--- config.mk ---
export PLATFORM = sky130hd
export DESIGN_NAME = mod_memstage_flat
export DESIGN_NICKNAME = d
export VERILOG_FILES = /design/src/rtl/mod_memstage_pkg.sv /design/src/rtl/mod_memstage_if.sv /design/src/rtl/mod_mem_align.sv /design/src/rtl/mod_memstage.sv /design/src/flat_wrapper.sv
export SDC_FILE = /design/constraint.sdc
export NUM_CORES = 1
export LEC_CHECK = 0
export CAP_MARGIN = 30
export CORE_AREA = 4 4 286 288
export DETAILED_ROUTE_END_ITERATION = 10
export DIE_AREA = 0 0 290 292
export PLACE_DENSITY_LB_ADDON = 0.05
export SLEW_MARGIN = 20
export SYNTH_ARGS = -nofsm -noshare
export SYNTH_HDL_FRONTEND = slang
export SYNTH_SLANG_ARGS = --single-unit
--- constraint.sdc ---
create_clock -name clk -period 5.1 [get_ports clk]
set_clock_uncertainty 0.15 [all_clocks]
set_input_delay 1.02 -clock clk [delete_from_list [all_inputs] [get_ports clk]]
set_output_delay 1.02 -clock clk [all_outputs]
set_load 0.02 [all_outputs]
--- src/rtl/mod_memstage_pkg.sv ---
// Shared types for the memory-access stage:
// pipeline bundles, memop encodings, FSM states.
package mod_memstage_pkg;

  typedef struct packed {
    logic [63:0] pc;
    logic [3:0]  reg_a;
    logic [3:0]  reg_b;
    logic [63:0] imm;
    logic [7:0]  opcode;
    logic        twob;
    logic [7:0]  reg_byte;
    logic [7:0]  rm_byte;
    logic        dep;
    logic        sim_end;
  } mem_ex_t;

  typedef struct packed {
    logic        zf;
    logic        sf;
    logic        of;
  } flags_reg_t;

  typedef struct packed {
    logic [63:0] pc;
    logic [3:0]  reg_a;
    logic [3:0]  reg_b;
    logic [63:0] val_e;
    logic [63:0] val_m;
    logic [7:0]  opcode;
    flags_reg_t  flags;
    logic        sim_end;
  } ex_wb_t;

  localparam logic [1:0] MEMOP_NONE  = 2'd0;
  localparam logic [1:0] MEMOP_LOAD  = 2'd1;
  localparam logic [1:0] MEMOP_STORE = 2'd2;
  localparam logic [1:0] MEMOP_RSVD  = 2'd3;

  localparam logic [2:0] S_IDLE  = 3'd0;
  localparam logic [2:0] S_REQ0  = 3'd1;
  localparam logic [2:0] S_WAIT0 = 3'd2;
  localparam logic [2:0] S_REQ1  = 3'd3;
  localparam logic [2:0] S_WAIT1 = 3'd4;
  localparam logic [2:0] S_OUT   = 3'd5;

endpackage

--- src/rtl/mod_memstage_if.sv ---
// Single-outstanding memory port between the
// memory stage (master) and the memory (slave).
interface mod_memstage_if #(
  parameter int ADDR_W = 64
) ();
  logic              mem_req;
  logic              mem_we;
  logic [ADDR_W-1:0] mem_addr;
  logic [63:0]       mem_wdata;
  logic [7:0]        mem_wstrb;
  logic              mem_gnt;
  logic              mem_rvalid;
  logic [63:0]       mem_rdata;

  modport master (
    output mem_req, mem_we, mem_addr,
    output mem_wdata, mem_wstrb,
    input  mem_gnt, mem_rvalid, mem_rdata
  );

  modport slave (
    input  mem_req, mem_we, mem_addr,
    input  mem_wdata, mem_wstrb,
    output mem_gnt, mem_rvalid, mem_rdata
  );
endinterface

--- src/rtl/mod_mem_align.sv ---
// Byte-lane steering for split 8-byte accesses:
// store strobes/data per beat and load merge.
module mod_mem_align (
  input  logic [2:0]  off,
  input  logic        beat,
  input  logic [63:0] sdata,
  input  logic [63:0] rdata,
  input  logic [63:0] lbuf,
  output logic [7:0]  wstrb,
  output logic [63:0] wdata,
  output logic [63:0] merged
);
  logic [5:0]  sh;
  logic [6:0]  inv;
  logic [3:0]  binv;
  logic [63:0] keep;

  assign sh   = {off, 3'b000};
  assign inv  = 7'd64 - {1'b0, sh};
  assign binv = 4'd8 - {1'b0, off};
  assign keep = {64{1'b1}} >> sh;

  // beat1 fills the top off bytes; low bytes stay from beat0
  always_comb begin
    wstrb  = 8'hFF << off;
    wdata  = sdata << sh;
    merged = rdata >> sh;
    if (beat) begin
      wstrb  = 8'hFF >> binv;
      wdata  = sdata >> inv;
      merged = (lbuf & keep) | (rdata << inv);
    end
  end
endmodule

--- src/rtl/mod_memstage.sv ---
// Memory-access stage: 8-byte loads/stores over a
// single-outstanding port, unaligned split in two beats.
module mod_memstage
  import mod_memstage_pkg::*;
#(
  parameter int ADDR_W = 64,
  parameter int DATA_W = 64
) (
  input  logic              clk,
  input  logic              reset,
  input  logic              in_valid,
  output logic              in_ready,
  input  logic [1:0]        in_memop,
  input  logic [ADDR_W-1:0] in_addr,
  input  logic [DATA_W-1:0] in_sdata,
  input  mem_ex_t           in_memex,
  input  logic              flush,
  mod_memstage_if.master    bus,
  output logic              can_execute,
  input  logic              ex_ready,
  output mem_ex_t           memex,
  output logic [DATA_W-1:0] load_buffer,
  output logic              loadbuffer_done,
  output logic              memstage_active,
  output logic              store_memstage_active
);
  logic [2:0]        state;
  logic [2:0]        off;
  logic [ADDR_W-4:0] base;
  logic              split;
  logic              ld;
  logic              st;
  logic              fl;
  logic [DATA_W-1:0] sdata;

  logic        accept;
  logic        is_mem;
  logic        beat;
  logic        in_req;
  logic [2:0]  fin;
  logic [7:0]  wstrb;
  logic [63:0] wdata;
  logic [63:0] merged;

  assign in_req = (state == S_REQ0)
                | (state == S_REQ1);
  assign beat   = (state == S_REQ1)
                | (state == S_WAIT1);
  assign is_mem = (in_memop == MEMOP_LOAD)
                | (in_memop == MEMOP_STORE);

  assign in_ready = reset & ~flush &
    ((state == S_IDLE) |
     ((state == S_OUT) & ex_ready));
  assign accept = in_valid & in_ready;

  // a flushed op still finishes its bus beats, then vanishes
  assign fin = (fl | flush) ? S_IDLE : S_OUT;

  mod_mem_align u_align (
    .off    (off),
    .beat   (beat),
    .sdata  (sdata),
    .rdata  (bus.mem_rdata),
    .lbuf   (load_buffer),
    .wstrb  (wstrb),
    .wdata  (wdata),
    .merged (merged)
  );

  always_ff @(posedge clk or negedge reset) begin
    if (!reset) begin
      state       <= S_IDLE;
      off         <= '0;
      base        <= '0;
      split       <= 1'b0;
      ld          <= 1'b0;
      st          <= 1'b0;
      fl          <= 1'b0;
      sdata       <= '0;
      memex       <= '0;
      load_buffer <= '0;
    end else if (accept) begin
      off   <= in_addr[2:0];
      base  <= in_addr[ADDR_W-1:3];
      split <= (in_addr[2:0] != 3'd0);
      ld    <= (in_memop == MEMOP_LOAD);
      st    <= (in_memop == MEMOP_STORE);
      fl    <= 1'b0;
      sdata <= in_sdata;
      memex <= in_memex;
      state <= is_mem ? S_REQ0 : S_OUT;
    end else begin
      case (state)
        S_REQ0:
          if (bus.mem_gnt) begin
            fl <= fl | flush;
            if (!st)
              state <= S_WAIT0;
            else if (split)
              state <= S_REQ1;
            else
              state <= fin;
          end else if (flush) begin
            state <= S_IDLE;
          end
        S_WAIT0: begin
          fl <= fl | flush;
          if (bus.mem_rvalid) begin
            load_buffer <= merged;
            state <= split ? S_REQ1 : fin;
          end
        end
        S_REQ1: begin
          fl <= fl | flush;
          if (bus.mem_gnt)
            state <= st ? fin : S_WAIT1;
        end
        S_WAIT1: begin
          fl <= fl | flush;
          if (bus.mem_rvalid) begin
            load_buffer <= merged;
            state <= fin;
          end
        end
        S_OUT:
          if (flush || ex_ready)
            state <= S_IDLE;
        S_IDLE: ;
        default: state <= S_IDLE;
      endcase
    end
  end

  assign bus.mem_req   = in_req;
  assign bus.mem_we    = in_req & st;
  assign bus.mem_addr  = !in_req ? '0 :
    beat ? {base + 1'b1, 3'b000}
         : {base, 3'b000};
  assign bus.mem_wstrb = bus.mem_we ? wstrb : '0;
  assign bus.mem_wdata = bus.mem_we ? wdata : '0;

  assign can_execute     = (state == S_OUT);
  assign loadbuffer_done = can_execute & ld;
  assign memstage_active = (state != S_IDLE);
  assign store_memstage_active = st &
    (state inside {S_REQ0, S_WAIT0, S_REQ1, S_WAIT1});
endmodule
--- src/flat_wrapper.sv ---
// flat-port wrapper written by rule: the top's interface ports become plain ports
module mod_memstage_flat import mod_memstage_pkg::*;
#(
  parameter int ADDR_W = 64,
  parameter int DATA_W = 64
)
  (clk, reset, in_valid, in_ready, in_memop, in_addr, in_sdata, in_memex, flush, can_execute, ex_ready, memex, load_buffer, loadbuffer_done, memstage_active, store_memstage_active, bus_mem_req, bus_mem_we, bus_mem_addr, bus_mem_wdata, bus_mem_wstrb, bus_mem_gnt, bus_mem_rvalid, bus_mem_rdata);
  mod_memstage_if #(.ADDR_W(ADDR_W)) bus_i ();
  input  logic clk;
  input  logic reset;
  input  logic in_valid;
  output logic in_ready;
  input  logic [1:0] in_memop;
  input  logic [ADDR_W-1:0] in_addr;
  input  logic [DATA_W-1:0] in_sdata;
  input  mem_ex_t in_memex;
  input  logic flush;
  output logic can_execute;
  input  logic ex_ready;
  output mem_ex_t memex;
  output logic [DATA_W-1:0] load_buffer;
  output logic loadbuffer_done;
  output logic memstage_active;
  output logic store_memstage_active;
  output wire logic [$bits(bus_i.mem_req)-1:0] bus_mem_req;
  output wire logic [$bits(bus_i.mem_we)-1:0] bus_mem_we;
  output wire logic [$bits(bus_i.mem_addr)-1:0] bus_mem_addr;
  output wire logic [$bits(bus_i.mem_wdata)-1:0] bus_mem_wdata;
  output wire logic [$bits(bus_i.mem_wstrb)-1:0] bus_mem_wstrb;
  input wire logic [$bits(bus_i.mem_gnt)-1:0] bus_mem_gnt;
  input wire logic [$bits(bus_i.mem_rvalid)-1:0] bus_mem_rvalid;
  input wire logic [$bits(bus_i.mem_rdata)-1:0] bus_mem_rdata;
  assign bus_mem_req = bus_i.mem_req;
  assign bus_mem_we = bus_i.mem_we;
  assign bus_mem_addr = bus_i.mem_addr;
  assign bus_mem_wdata = bus_i.mem_wdata;
  assign bus_mem_wstrb = bus_i.mem_wstrb;
  assign bus_i.mem_gnt = bus_mem_gnt;
  assign bus_i.mem_rvalid = bus_mem_rvalid;
  assign bus_i.mem_rdata = bus_mem_rdata;
  mod_memstage #(.ADDR_W(ADDR_W), .DATA_W(DATA_W)) u_core (.clk(clk), .reset(reset), .in_valid(in_valid), .in_ready(in_ready), .in_memop(in_memop), .in_addr(in_addr), .in_sdata(in_sdata), .in_memex(in_memex), .flush(flush), .bus(bus_i), .can_execute(can_execute), .ex_ready(ex_ready), .memex(memex), .load_buffer(load_buffer), .loadbuffer_done(loadbuffer_done), .memstage_active(memstage_active), .store_memstage_active(store_memstage_active));
endmodule
# Word level (Yosys, flattened, before mapping)
# Cells that the tools add are included.
[word_totals] ff_bits=362 inputBits=364
[classes] n_addsub=3 eq_ne=14 n_shift=7 n_mux=23 bitwise_logic=16 reduce_logical=11
[op_table] cell="two-way mux 64 bit" n=5
[op_table] cell="bitwise AND 64 bit" n=1
[op_table] cell="OR 64 bit" n=1
[op_table] cell="left shift 64 x 6 -> 64 bit" n=1
[op_table] cell="left shift 64 x 7 -> 64 bit" n=1
[op_table] cell="right shift 64 x 6 -> 64 bit" n=1
[op_table] cell="right shift 64 x 6 -> 64 bit (first input constant)" n=1
[op_table] cell="right shift 64 x 7 -> 64 bit" n=1
[op_table] cell="adder 61 x 1 -> 61 bit (second input constant)" n=1
[op_table] cell="two-way mux 3 bit" n=12
[op_table] cell="case mux 3 bit (6 select lines)" n=1
[op_table] cell="two-way mux 8 bit" n=2
[op_table] cell="inequality test 3 x 2 -> 1 bit (second input constant)" n=4
[op_table] cell="nonzero test 3 bit" n=3
[op_table] cell="left shift 8 x 3 -> 8 bit (first input constant)" n=1
[op_table] cell="right shift 8 x 4 -> 8 bit (first input constant)" n=1
[op_table] cell="bitwise AND 1 bit" n=7
[op_table] cell="subtractor 7 x 6 -> 7 bit (first input constant)" n=1
[op_table] cell="equality test 3 x 2 -> 1 bit (second input constant)" n=2
[op_table] cell="equality test 3 bit (second input constant)" n=2
[op_table] cell="AND reduction 6 bit" n=1
[op_table] cell="OR 1 bit" n=5
[op_table] cell="inequality test 4 x 3 -> 1 bit (second input constant)" n=1
[op_table] cell="nonzero test 4 bit" n=1
[op_table] cell="other kinds (15)" n=17

# Depth between registers and ports, before layout
[depth] depth_word=7 depth_mapped=15 depth_no_buf=9

# Hierarchy
# Synthesis repeated with hierarchy kept, for this count alone.
[hier_totals] hier_cells=2842 hier_area_um2=23807.8
[by_module_without_submodules] mod="mod_memstage" n_inst=1 cells_each=1831 area_each_um2=16069.2
[by_module_without_submodules] mod="mod_mem_align" n_inst=1 cells_each=1011 area_each_um2=7738.7

# Worst setup path after synthesis
# Ideal clock, no wire load.
[synth_path] path_kind="flip-flop to output port" from="register u_core.off[0]" to="output port bus_mem_wdata[15]" t_arrival_ns=3.558 path_slack_ns=0.372 stages_incl_launch_ff=14 path_buffers=7 cell_sequence="dfrtp_1 -> buf_2 -> clkinv_1 -> clkbuf_1 -> clkbuf_1 -> ha_1 -> inv_1 -> ha_1 -> clkbuf_1 -> buf_1 -> clkbuf_1 -> clkbuf_1 -> a211oi_1 -> nor3_1"
[synth_via] elab_chain_cells=4 word_cells_on_any_way=5
[synth_rtl] item="from (decl)" line_no="mod_memstage.sv:28" text="logic [2:0] off;"
[synth_rtl] item="from (signal assigned)" line_no="mod_memstage.sv:84" text="off <= in_addr[2:0];"
[synth_rtl] item="subtractor 7 x 6 -> 7 bit" line_no="mod_mem_align.sv:19" text="assign inv = 7'd64 - {1'b0, sh};"
[synth_rtl] item="right shift 64 x 7 -> 64 bit" line_no="mod_mem_align.sv:30" text="wdata = sdata >> inv;"
[synth_rtl] item="two-way mux 64 bit (*)" line_no="mod_mem_align.sv:28" text="if (beat) begin"
[synth_rtl] item="two-way mux 64 bit (*)" line_no="mod_memstage.sv:141" text="assign bus.mem_wdata = bus.mem_we ? wdata : '0;"
[synth_rtl] item="to (decl)" line_no="flat_wrapper.sv:28" text="output wire logic [$bits(bus_i.mem_wdata)-1:0] bus_mem_wdata;"
# Every way passes the cells marked *; elsewhere a longest branch is shown, timed or not.

# Worst setup path in the final report
[layout_path] from="register u_core.off[0]" to="output port bus_mem_wdata[28]"
# The elaborated chain is that of the path after synthesis.

==> metrics.txt <==
critical path endpoint category primary output; GR Util met3 7.61%; CTS tree done; most frequent cells in the layout 1006 x nand2_1, 700 x clkdlybuf4s50_1, 359 x dfrtp_1; register bit total from synthesis 362; initial antenna violation count 17; Mapped Area 23500 µm²; slew margin rel. 32.1%; core area 78900 µm²; Synth async-reset ratio 100%; Synth cell types 76; final instance area 33700 µm²; Post-synth EDFFs 0; Pwr Density 498 nW/µm²; routed wire length 114 mm; Iter 0 DRT Violations 2141; die area 84700 µm²; Clk pin slew, worst setup/hold paths 0.06 ns; Final Hold Viols 0; Arr. time, crit path 3.76 ns; fin. max-slew vios 0; Routed Antenna Nets 0; total CTS buffers 47; Initial Utilization 29.8%; Bufs on Longest Clock Path 3; slowest CP cell clkdlybuf4s50_1; overall global routing resource usage 25.8%; Area growth syn-to-layout 43.1%; fmax 0.203 GHz; status complete, no violations; Global Route met1 Usage 30.6%; CP bufs+invs 4; Nets 3786; CP delay by family, top buffers and inverters; share of layout cells above drive strength 1 10.6%; CP Max Fanout 40; worst r2r src u_core.off[0]$_DFFE_PN0P_; Avg Inst Size Synth 8.48 µm²; I/O Buffers 730; HP Class input port to asynchronous set/reset pin; RR Endpoint u_core.load_buffer[12]$_DFFE_PN0P_; RSZ-0062 raised after global routing false; Peak supply drop 0.000307 V; fin crit period 4.93 ns; Worst-Margin Slew 1.01 ns; IO Count 734; crit share post-route 96.6%; Die Width 290 µm; accumulated negative setup slack 0 ns; CTS HTree Levels 2; largest net degree at the start of global routing 182; GRT busiest layer met2; DR vias 24300; latest clock arrival within the worst-skew pair 0.60 ns; area post-placement 31800 µm²; synth warn 0; Primary FF master, synth dfrtp_1; Crit path required time 3.93 ns; R2R setup slack 1.72 ns; drt first pass iters 5; slowest cell delay on critical path 0.65 ns; Clock Sink Count 362; wire per inst 25.3 µm; number of global-route vias before repair 24400; Seq/Total Area, Yosys 38.5%; vias per cell 5.37; endpoints failing setup 0; Die Y 292 µm; Leak 14.3 nW; Mapped Cells 2774; first-pass GRT wire length 168 mm; max_cap viols 0; crit path cell chain clkinv_1, ha_4, inv_1, ha_4, buf_4, and2_0, a22oi_1, o22ai_1, a22oi_1, nor2_1, clkdlybuf4s50_1; post-DP HPWL 83.4 mm; Hold Buf Count CTS 0; gpl congestion 0.872; r2r worst-path depth 7; Setup CP Type register to primary output; CTS Root Cell clkbuf_16; gr ovfl total 0; Worst setup SP type register; grt met2 use 45.3%; DRC 0; commonest non-fill, non-tap cell in the layout nand2_1; row count 103
[metrics by stage]
stage	total power [mW]	hold WS (ns)	setup WS [ns]	instances	util (%)
6_report	16.8	0.0556	0.174	4514	42.7
4_1_cts	16.8	0.0165	0.0920	4494	42.5
3_3_place_gp	13.0	0.307	0.754	4406	40.3
2_1_floorplan	9.54	0.288	0.372	2776	-
3_5_place_dp	13.0	0.311	0.731	4408	40.3
5_1_grt	17.7	0.0285	0.0146	4508	42.7
[layer usage]
layer,vias to the layer above,wire [µm]
met4,12,3320
li1,11000,-
met3,179,9580
met5,-,82
met1,12100,43700
met2,1019,57300
[cells by family after synthesis]
kind of cell / share of synthesized area [%]
compound gates: 13.5
xor+xnor: 1.23
fa+ha+maj: 0.425
buf+inv: 4.65
flops: 38.5
mux: 16.8
other cells: 0.0159
simple gates: 24.9
[power by group]
group	switching, mW	internal (mW)
Combinational	4.51	3.78
Clock	1.43	2.24
Sequential	1.04	3.78
Total	6.98	9.79
[registers in the layout (all words and copies together) (netlist names)]
register / flops
u_core.split: 1
u_core.base: 61
u_core.fl: 1
u_core.st: 1
u_core.load_buffer: 64
u_core.memex: 163
u_core.ld: 1
u_core.sdata: 64
u_core.state: 3
u_core.off: 3
[cells in the mapped netlist, drive strengths merged, types with 39 or more instances]
cell type  instances  share of area [%]
a211oi            63                2.1
nand2           1008                 16
mux2              39                1.9
dfrtp            362                 38
o21ai             73                1.6
mux2i            109                4.6
clkbuf            92                1.5
a221o             48                2.0
nor2             198                3.2
buf              120                2.9
a21oi            150                3.2
mux4             108                 10
[final cells by class]
class | count | area, µm²
tap | 1050 | 1310
sequential | 362 | 9070
inverter | 18 | 67.6
multi-input combinational | 2184 | 13500
clock buffer | 70 | 1380
antenna | 13 | 32.5
fill | 7894 | 45200
timing repair buffer | 801 | 8020
clock inverter | 16 | 317
[how the worst max path moves through the flow]
stage	start	end	slack, ns	cells past startpoint
3_3_place_gp	u_core.off[0]$_DFFE_PN0P_	bus_mem_wdata[8]	0.75	8
4_1_cts	u_core.off[0]$_DFFE_PN0P_	bus_mem_wdata[19]	0.09	8
3_5_place_dp	flush	in_ready	0.73	4
6_report	u_core.off[0]$_DFFE_PN0P_	bus_mem_wdata[28]	0.17	11
2_1_floorplan	u_core.off[0]$_DFFE_PN0P_	bus_mem_wdata[15]	0.37	13
5_1_grt	u_core.off[0]$_DFFE_PN0P_	bus_mem_wdata[28]	0.01	11
[worst reg2reg max path: cells and delay by family (launching register included)]
| family | cells | cell delay, ns |
|---|---|---|
| AND/OR/NAND/NOR | 1 | 0.17 |
| AO/OA/AOI/OAI | 2 | 0.43 |
| multiplexers | 1 | 0.57 |
| flip-flops | 1 | 0.45 |
| buffers and inverters | 3 | 1.50 |
[repair_timing]
action / in CTS / in global routing
buffers inserted: 0 / 4
resized for setup: 0 / 2
setup endpoints to repair: 0 / 13
No activity file was read; power rests on OpenSTA's default activity.
